$ cat src/rtl/seg_pkg.sv
// Shared constants and encodings for the 7-segment message scheduler.
package seg_pkg;

   localparam logic [4:0]  GLYPH_BLANK = 5'd31;
   localparam logic [4:0]  GLYPH_DASH  = 5'd26;
   localparam logic [19:0] BLANK_FRAME = {4{GLYPH_BLANK}};

   typedef enum logic [1:0] {
      ST_IDLE  = 2'd0,
      ST_SHOW1 = 2'd1,
      ST_SHOW2 = 2'd2,
      ST_GAP   = 2'd3
   } state_t;

   typedef enum logic [1:0] {
      OWN_BG = 2'd0,
      OWN_M1 = 2'd1,
      OWN_M2 = 2'd2
   } owner_t;

endpackage

$ cat src/rtl/tick_gen.sv
// Free-running tick prescaler with synchronous clear; tick marks the wrap cycle.
module tick_gen #(
   parameter int unsigned TICK_DIV = 100000
) (
   input  logic clk,
   input  logic rst,
   input  logic clr,
   output logic tick
);

   localparam int unsigned CW = $clog2(TICK_DIV + 1);

   logic [CW-1:0] cnt;

   assign tick = (cnt == CW'(TICK_DIV - 1));

   // prescaler: 0..TICK_DIV-1, restarted by clr
   always_ff @(posedge clk or posedge rst) begin
      if (rst)
         cnt <= '0;
      else if (clr || tick)
         cnt <= '0;
      else
         cnt <= cnt + 1'b1;
   end

endmodule

$ cat src/rtl/seg_msg_sched.sv
// Arbitrates the shared 4-digit glyph bus between a background frame and two messages.
module seg_msg_sched
   import seg_pkg::*;
#(
   parameter int unsigned TICK_DIV = 100000,
   parameter int unsigned HOLD_TK  = 1500,
   parameter int unsigned BLINK_TK = 250,
   parameter int unsigned GAP_TK   = 1
) (
   input  logic        clk,
   input  logic        rst,
   input  logic [19:0] bg_num,
   input  logic        m1_req,
   input  logic [19:0] m1_num,
   input  logic        m1_blink,
   output logic        m1_ack,
   output logic        m1_done,
   input  logic        m2_req,
   input  logic [19:0] m2_num,
   input  logic        m2_blink,
   output logic        m2_ack,
   output logic        m2_done,
   output logic [19:0] num,
   output logic [1:0]  owner,
   output logic        busy
);

   localparam int unsigned HW = $clog2(HOLD_TK + 1);
   localparam int unsigned GW = $clog2(GAP_TK + 1);
   localparam int unsigned BW = $clog2(BLINK_TK + 1);

   state_t        state, state_nx;
   logic          tick, grant1, grant2, grant;
   logic          in_show, hold_end, gap_end, blink_flip;
   logic [HW-1:0] hold_cnt;
   logic [GW-1:0] gap_cnt;
   logic [BW-1:0] blink_cnt;
   logic          phase, phase_nx;
   logic [19:0]   frame, frame_nx;
   logic          blink_en, blink_en_nx;
   logic [19:0]   num_d;
   owner_t        owner_d;
   logic          busy_d;

   assign in_show    = (state == ST_SHOW1) || (state == ST_SHOW2);
   assign grant1     = (state == ST_IDLE) && m1_req;
   assign grant2     = (state == ST_IDLE) && !m1_req && m2_req;
   assign grant      = grant1 || grant2;
   assign hold_end   = tick && (hold_cnt == HW'(HOLD_TK - 1));
   assign gap_end    = tick && (gap_cnt == GW'(GAP_TK - 1));
   assign blink_flip = tick && (blink_cnt == BW'(BLINK_TK - 1));

   tick_gen #(.TICK_DIV(TICK_DIV)) u_tick (
      .clk  (clk),
      .rst  (rst),
      .clr  (grant),
      .tick (tick)
   );

   // state register
   always_ff @(posedge clk or posedge rst) begin
      if (rst)
         state <= ST_IDLE;
      else
         state <= state_nx;
   end

   // next-state: fixed priority m1 over m2, no preemption once showing
   always_comb begin
      state_nx = state;
      case (state)
         ST_IDLE: begin
            if (m1_req)
               state_nx = ST_SHOW1;
            else if (m2_req)
               state_nx = ST_SHOW2;
         end
         ST_SHOW1, ST_SHOW2: if (hold_end) state_nx = ST_GAP;
         ST_GAP:             if (gap_end)  state_nx = ST_IDLE;
         default:            state_nx = ST_IDLE;
      endcase
   end

   // outputs: decoded from the next state so the registered bus lands in step with the state
   always_comb begin
      frame_nx    = frame;
      blink_en_nx = blink_en;
      phase_nx    = phase;
      if (grant1) begin
         frame_nx    = m1_num;
         blink_en_nx = m1_blink;
      end else if (grant2) begin
         frame_nx    = m2_num;
         blink_en_nx = m2_blink;
      end
      if (grant)
         phase_nx = 1'b1;
      else if (in_show && blink_flip)
         phase_nx = ~phase;

      num_d   = bg_num;
      owner_d = OWN_BG;
      case (state_nx)
         ST_SHOW1: begin
            owner_d = OWN_M1;
            num_d   = (blink_en_nx && !phase_nx) ? BLANK_FRAME : frame_nx;
         end
         ST_SHOW2: begin
            owner_d = OWN_M2;
            num_d   = (blink_en_nx && !phase_nx) ? BLANK_FRAME : frame_nx;
         end
         default: ;
      endcase
      busy_d  = (state_nx != ST_IDLE);
      m1_done = (state == ST_SHOW1) && hold_end;
      m2_done = (state == ST_SHOW2) && hold_end;
   end

   // hold/gap/blink counters and the latched message
   always_ff @(posedge clk or posedge rst) begin
      if (rst) begin
         hold_cnt  <= '0;
         gap_cnt   <= '0;
         blink_cnt <= '0;
         phase     <= 1'b1;
         frame     <= BLANK_FRAME;
         blink_en  <= 1'b0;
      end else begin
         frame    <= frame_nx;
         blink_en <= blink_en_nx;
         phase    <= phase_nx;
         if (grant) begin
            hold_cnt  <= '0;
            blink_cnt <= '0;
         end else if (in_show && tick) begin
            hold_cnt  <= hold_end   ? '0 : hold_cnt + 1'b1;
            blink_cnt <= blink_flip ? '0 : blink_cnt + 1'b1;
         end
         if (state != ST_GAP)
            gap_cnt <= '0;
         else if (tick)
            gap_cnt <= gap_cnt + 1'b1;
      end
   end

   // registered display bus, owner/busy and grant acknowledges
   always_ff @(posedge clk or posedge rst) begin
      if (rst) begin
         num    <= BLANK_FRAME;
         owner  <= OWN_BG;
         busy   <= 1'b0;
         m1_ack <= 1'b0;
         m2_ack <= 1'b0;
      end else begin
         num    <= num_d;
         owner  <= owner_d;
         busy   <= busy_d;
         m1_ack <= grant1;
         m2_ack <= grant2;
      end
   end

endmodule
$ cat config.mk
export PLATFORM = sky130hd
export DESIGN_NAME = seg_msg_sched
export DESIGN_NICKNAME = d
export VERILOG_FILES = /design/src/rtl/seg_pkg.sv /design/src/rtl/tick_gen.sv /design/src/rtl/seg_msg_sched.sv
export SDC_FILE = /design/constraint.sdc
export NUM_CORES = 1
export LEC_CHECK = 0
export BUFFER_PORTS_ARGS = -buffer_cell sky130_fd_sc_hd__buf_4
export CELL_PAD_IN_SITES_DETAIL_PLACEMENT = 0
export CELL_PAD_IN_SITES_GLOBAL_PLACEMENT = 1
export CORE_MARGIN = 2
export CORE_UTILIZATION = 45
export DETAILED_ROUTE_END_ITERATION = 16
export GPL_TIMING_DRIVEN = 0
export PLACE_DENSITY = 0.89
export SLEW_MARGIN = 20
export SYNTH_ARGS = -nofsm -noshare
export SYNTH_HDL_FRONTEND = slang
export SYNTH_SLANG_ARGS = --single-unit
$ cat constraint.sdc
create_clock -name clk -period 5.6 [get_ports clk]
set_clock_uncertainty 0.2 [all_clocks]
set_input_delay 1.12 -clock clk [delete_from_list [all_inputs] [get_ports clk]]
set_output_delay 1.12 -clock clk [all_outputs]
set_load 0.01 [all_outputs]
# Word level (Yosys, flattened, before mapping)
# Cells that the tools add are included.
[word_totals]
regBits = 86
input_bits = 66
out_inout_bits = 27
elab_cells = 73
[classes]
n_addsub = 4
n_eq_ne = 9
mux = 23
n_bitwise = 2
n_reduce_logical = 22
[op_table]
columns = ["operator", "count"]
rows = [
  ["$mux W20", 4],
  ["$mux W11", 3],
  ["$mux W8", 3],
  ["$add A17 B1 Y17 const B", 1],
  ["$eq A17 B17 Y1 const B", 1],
  ["$mux W17", 1],
  ["$add A11 B1 Y11 const B", 1],
  ["$eq A11 B11 Y1 const B", 1],
  ["$logic_and A1 B1 Y1", 11],
  ["$add A8 B1 Y8 const B", 1],
  ["$eq A8 B8 Y1 const B", 1],
  ["$mux W2", 4],
  ["$eq A2 B2 Y1 const B", 3],
  ["$mux W1", 6],
  ["$pmux W2 S3", 1],
  ["$reduce_bool A2 Y1", 3],
  ["$eq A2 B1 Y1 const B", 2],
  ["$pmux W2 S2", 1],
  ["$reduce_or A2 Y1", 2],
  ["$logic_or A1 B1 Y1", 3],
  ["$logic_not A1 Y1", 2],
  ["$logic_not A2 Y1", 1],
  ["$ne A2 B2 Y1 const B", 1],
  ["$not A1 Y1", 2],
  ["$add A1 B1 Y1 const B", 1],
]

# Depth between registers and ports, before layout
[logic_depth]
ltp_word = 9
ltp_mapped = 12
ltp_nobuf = 10

# By module
# From an unflattened synthesis, not the netlist that was laid out.
[unflattened]
cells_unflattened = 387
area_unflattened_um2 = 4332.9
[by_module_without_submodules]
columns = ["module", "n_inst", "cells_each", "area_each_um2", "seq_area_each_um2"]
rows = [
  ["seg_msg_sched", 1, 297, 3455.8, 1778.0],
  ["tick_gen", 1, 90, 877.1, 425.4],
]

# Least setup slack after synthesis
# OpenSTA, ideal clock, no wires.
[synth_path]
path_type = "input-to-reg"
startpoint = "input port m1_req"
endpoint = "register num[0]"
setup_time_ns = 0.081
t_arrival_ns = 3.105
t_required_ns = 5.319
setup_slack_ns = 2.214
cell_stages = 9
path_buffers = 3
cell_sequence = "clkbuf_1 -> nor2b_1 -> clkbuf_1 -> a21oi_1 -> a21o_1 -> ha_1 -> clkbuf_1 -> mux2i_1 -> nand2_1"
[synth_via]
elab_chain_cells = 9
elab_cells_between_ends = 19
classes_between = "2 x eq/ne; 9 x mux; 8 x reduce/logical"
[synth_rtl]
columns = ["item", "line_no", "rtl"]
rows = [
  ["start: declaration", "seg_msg_sched.sv:13", "input logic m1_req,"],
  ["$logic_not A1 Y1", "seg_msg_sched.sv:47", "assign grant2 = (state == ST_IDLE) && !m1_req && m2_req;"],
  ["$logic_and A1 B1 Y1 (2 in a row)", "seg_msg_sched.sv:47", ""],
  ["$logic_or A1 B1 Y1", "seg_msg_sched.sv:48", "assign grant = grant1 || grant2;"],
  ["$mux W1", "seg_msg_sched.sv:96", "if (grant)"],
  ["$logic_not A1 Y1", "seg_msg_sched.sv:106, seg_msg_sched.sv:110", ""],
  ["$logic_and A1 B1 Y1", "seg_msg_sched.sv:106, seg_msg_sched.sv:110", ""],
  ["$mux W20", "seg_msg_sched.sv:106, seg_msg_sched.sv:110", ""],
  ["$mux W20 *", "--", ""],
  ["net num_d[0]", "seg_msg_sched.sv:41", "logic [19:0] num_d;"],
  ["end signal: assignment", "seg_msg_sched.sv:155", "num <= num_d;"],
  ["end: declaration", "seg_msg_sched.sv:23", "output logic [19:0] num,"],
]
# The timed path passes the listed nets; every way through them passes the cells marked *.
# A chain may end at the register's enable or synchronous reset.

# Worst setup path after layout
[layout_path]
startpoint = "register u_tick.cnt[12]"
endpoint = "register num[14]"
[layout_via]
elab_chain_cells = 9
elab_cells_between_ends = 17
classes_between = "3 x eq/ne; 7 x mux; 7 x reduce/logical"
[layout_rtl]
columns = ["item", "line_no", "rtl"]
rows = [
  ["start: declaration", "tick_gen.sv:13", "logic [CW-1:0] cnt;"],
  ["start signal: assignment", "tick_gen.sv:24", "cnt <= cnt + 1'b1;"],
  ["$eq A17 B17 Y1 *", "tick_gen.sv:15", "assign tick = (cnt == CW'(TICK_DIV - 1));"],
  ["parallel branches: the longest is 7 deep, another holds $pmux W2 S3", "--", ""],
  ["$mux W20 *", "--", ""],
  ["net num_d[14]", "seg_msg_sched.sv:41", ""],
]
# Mark *: on every way through the listed nets, which the timed path passes.

==> metrics.txt <==
Core Area=0.009153 mm²; root buffer selected by CTS=sky130_fd_sc_hd__clkbuf_8; critical path's slowest cell=sky130_fd_sc_hd__or4b_1; Static Leak=0.002565 µW; area occupied by registers=0.002203 mm²; number of top-level design ports=93; number of sinks handled by clock tree synthesis=86; kind of end point of the critical path=flop; DRT Wirelength=9769 µm; async set-reset flop share out of synthesis=1.000; NumNets Final=574; startpoint of the lowest-slack hold path=u_tick.cnt[0]; cells on worst reg2reg path=9; number of maximum-capacitance violations=0; DP HPWL=7000 µm; number of buffers on the longest clock path=2; num rows=35; number of synthesized register bits=86; WP data required=5690 ps; cells along the critical path=or4b_1 -> nor4_4 -> nand2_2 -> clkbuf_1 -> o311a_1 -> ha_1 -> clkbuf_1 -> mux2i_1 -> nand2_1; Port Buffers=91; cell count of the worst hold path=1; clock buffer count from CTS=9; Gates resized, CTS repair=0; worst reg2reg path startpoint=u_tick.cnt[12]; synthesized netlist cell count=393; effective utilization at floorplan=0.4577; 1st-pass router iterations=5; Primary FF master, synth=sky130_fd_sc_hd__dfrtp_1; proportion of synthesized chip area in sequential cells=0.5260; library cells used by synthesis=47; number of routed nets with antenna violations=0; maximum net fanout on the critical path=10; fraction of met3 tracks used by global routing=0.03606; x dimension of the die=100.5 µm; Iter 0 DRT Violations=119; post-layout min period=4020 ps; nature of the critical path startpoint=flop; vias in the first global route=3261; Total GRT Usage=0.1985; cell mode on critical path=sky130_fd_sc_hd__clkbuf_1; busiest layer in global routing=met2; area of the die=0.01010 mm²; count of flip-flops with a built-in enable after synthesis=0; slew at the pin with the worst max-slew slack=888.3 ps; later-pin clock latency in the skew report=360 ps; global-route wire length before repair=15960 µm; Worst Hold Endpoint=u_tick.cnt[0]; area growth from synthesis to layout=25.00%; quantity of hold-fixing buffers added after cts=0; sum of negative setup slack=0 ps; via count normalized by instance count=5.552; peak supply drop=0.1359 mV; routability cong.=0.8650; post-synthesis cell area=0.004189 mm²; outcome=complete, no violations; max_slew headroom=0.4033; remaining design rule violation count=0; initial antenna violation count=0; GRT Residual Overflow=0; average cell area after synthesis=10.66 µm²; net count of the mapped netlist=471; power consumption=1122 µW; number of hold violations in the final report=0; setup bufs post-CTS=0; terminus of the critical flop-to-flop path=num[14]; type of the worst setup path=reg2reg; vertical die dimension=100.5 µm; H-Tree Level Count=3; Cell Pwr Density=214.3 mW/mm²; pin count of the biggest net entering global routing=52; TritonCTS clock tree=built; total number of vias=3398; routing usage on met1=0.2636; Clk pin slew, worst setup/hold paths=90 ps; final-report max-slew violation count=0; crit path DAT=4110 ps; met2 Resource Use GR=0.3273; number of warnings reported in the yosys synthesis log=0; setup repair after global routing missed its margin=no; final antenna diode count=0; slowest cell delay on critical path=620 ps; Max Fclk=248.7 MHz; number of fillers in the final layout=794; routed wirelength normalized by instance count=15.96 µm; classification of the worst-slack hold path=reg2reg; final count of negative-setup-slack endpoints=0; slack of the worst reg-to-reg path=1580 ps; share of the clock period used by the worst path after layout=0.7179; fraction of layout instances using a drive strength above 1=0.3214; Multi-input gate area=0.001873 mm²
## layout make-up
type / count / share of cell area
clock inverter: 5 / 0.01099
tap: 111 / 0.02652
multi-input combinational: 277 / 0.3577
buffer: 21 / 0.01625
sequential: 86 / 0.4208
clock buffer: 11 / 0.02509
inverter: 9 / 0.006930
timing repair buffer: 92 / 0.1357
## cell families (layout without fill, tap and decap cells)
family,count (synthesis),in the layout,synth area share
XOR/XNOR,16,16,0.03345
flip-flops,86,86,0.5260
AO/OA/AOI/OAI,91,91,0.1595
buffers and inverters,30,138,0.02837
adder cells (fa/ha/maj),12,12,0.03584
AND/OR/NAND/NOR,138,138,0.1691
multiplexers,20,20,0.04779
## flip-flops by register name, summed over array words and instances (netlist names)
signal / count
phase: 1
m1_ack: 1
blink_cnt: 8
busy: 1
u_tick.cnt: 17
num: 20
hold_cnt: 11
gap_cnt: 1
m2_ack: 1
blink_en: 1
frame: 20
owner: 2
state: 2
## how the worst max path moves through the flow
stage	from	to	slack, ps	cells after the start
after floorplan	rst	blink_cnt[0]	2130	1
after global placement	rst	hold_cnt[6]	1110	2
after detailed placement	m1_req	num[0]	1550	9
after CTS	u_tick.cnt[12]	num[14]	1590	9
after global routing	u_tick.cnt[12]	num[14]	1340	9
final	u_tick.cnt[12]	num[14]	1580	9
## cells in the mapped netlist, types with 7 or more instances
| library cell | count | area, µm² |
|---|---|---|
| sky130_fd_sc_hd__dfrtp_1 | 45 | 1126 |
| sky130_fd_sc_hd__dfstp_2 | 41 | 1077 |
| sky130_fd_sc_hd__a22o_1 | 40 | 350.3 |
| sky130_fd_sc_hd__nand2_1 | 40 | 150.1 |
| sky130_fd_sc_hd__nor2_1 | 32 | 120.1 |
| sky130_fd_sc_hd__mux2i_1 | 20 | 200.2 |
| sky130_fd_sc_hd__a21oi_1 | 17 | 85.08 |
| sky130_fd_sc_hd__clkbuf_1 | 16 | 60.06 |
| sky130_fd_sc_hd__o21ai_0 | 15 | 75.07 |
| sky130_fd_sc_hd__ha_1 | 12 | 150.1 |
| sky130_fd_sc_hd__nand3_1 | 12 | 60.06 |
| sky130_fd_sc_hd__xor2_1 | 10 | 87.58 |
| sky130_fd_sc_hd__and3_1 | 9 | 56.30 |
| sky130_fd_sc_hd__inv_1 | 9 | 33.78 |
| sky130_fd_sc_hd__nand4_1 | 9 | 56.30 |
| sky130_fd_sc_hd__or3_1 | 7 | 43.79 |
## cell usage in the layout (no fill, tap or decap), types with 6 or more instances in the layout
master / Yosys / layout
sky130_fd_sc_hd__dfstp_2: 41 / 41
sky130_fd_sc_hd__mux2i_1: 20 / 20
sky130_fd_sc_hd__and2_1: 6 / 6
sky130_fd_sc_hd__nor2_1: 32 / 32
sky130_fd_sc_hd__and3_1: 9 / 9
sky130_fd_sc_hd__nand4_1: 9 / 9
sky130_fd_sc_hd__buf_4: 0 / 91
sky130_fd_sc_hd__or3_1: 7 / 7
sky130_fd_sc_hd__ha_1: 12 / 12
sky130_fd_sc_hd__xnor2_1: 6 / 6
sky130_fd_sc_hd__inv_1: 9 / 8
sky130_fd_sc_hd__clkbuf_1: 16 / 18
sky130_fd_sc_hd__o21ai_0: 15 / 15
sky130_fd_sc_hd__nand3_1: 12 / 12
sky130_fd_sc_hd__a22o_1: 40 / 40
sky130_fd_sc_hd__nand2_1: 40 / 40
sky130_fd_sc_hd__clkbuf_8: 0 / 9
sky130_fd_sc_hd__xor2_1: 10 / 10
sky130_fd_sc_hd__a21oi_1: 17 / 17
sky130_fd_sc_hd__dfrtp_1: 45 / 45
## routing by layer
metal / vias to the layer above / share of wire / wire length, µm
met2: 53 / 0.51 / 5020
li1: 1639 / - / -
met4: 0 / 0.018 / 175
met1: 1691 / 0.44 / 4335
met3: 15 / 0.024 / 238
met5: - / 0 / 0
## where the power goes
| part | switching, µW | total (µW) | internal (µW) |
|---|---|---|---|
| clock | 224 | 432 | 208 |
| sequential | 0 | 622 | 622 |
| combinational | 28.6 | 68.0 | 39.4 |
## critical path: cells and delay by family, from the launching register on
| kind | cells | cell delay [ps] |
|---|---|---|
| AO/OA/AOI/OAI | 1 | 390 |
| adder cells (fa/ha/maj) | 1 | 350 |
| buffers and inverters | 2 | 870 |
| flip-flops | 1 | 440 |
| multiplexers | 1 | 280 |
| AND/OR/NAND/NOR | 4 | 1420 |
## through the flow
stage / utilization / hold WS [ps] / cells / setup slack (ps) / instance area (µm²)
floorplan: - / 255.2 / 393 / 2126 / 4189
global placement: 0.5475 / 278.2 / 595 / 1107 / 5011
detailed placement: 0.5515 / 292.9 / 596 / 1546 / 5047
CTS: 0.5721 / 307.6 / 612 / 1592 / 5236
global route: 0.5721 / 325.6 / 612 / 1345 / 5236
finish: 0.5721 / 301.3 / 612 / 1580 / 5236
(Power assumes the default switching activity.)
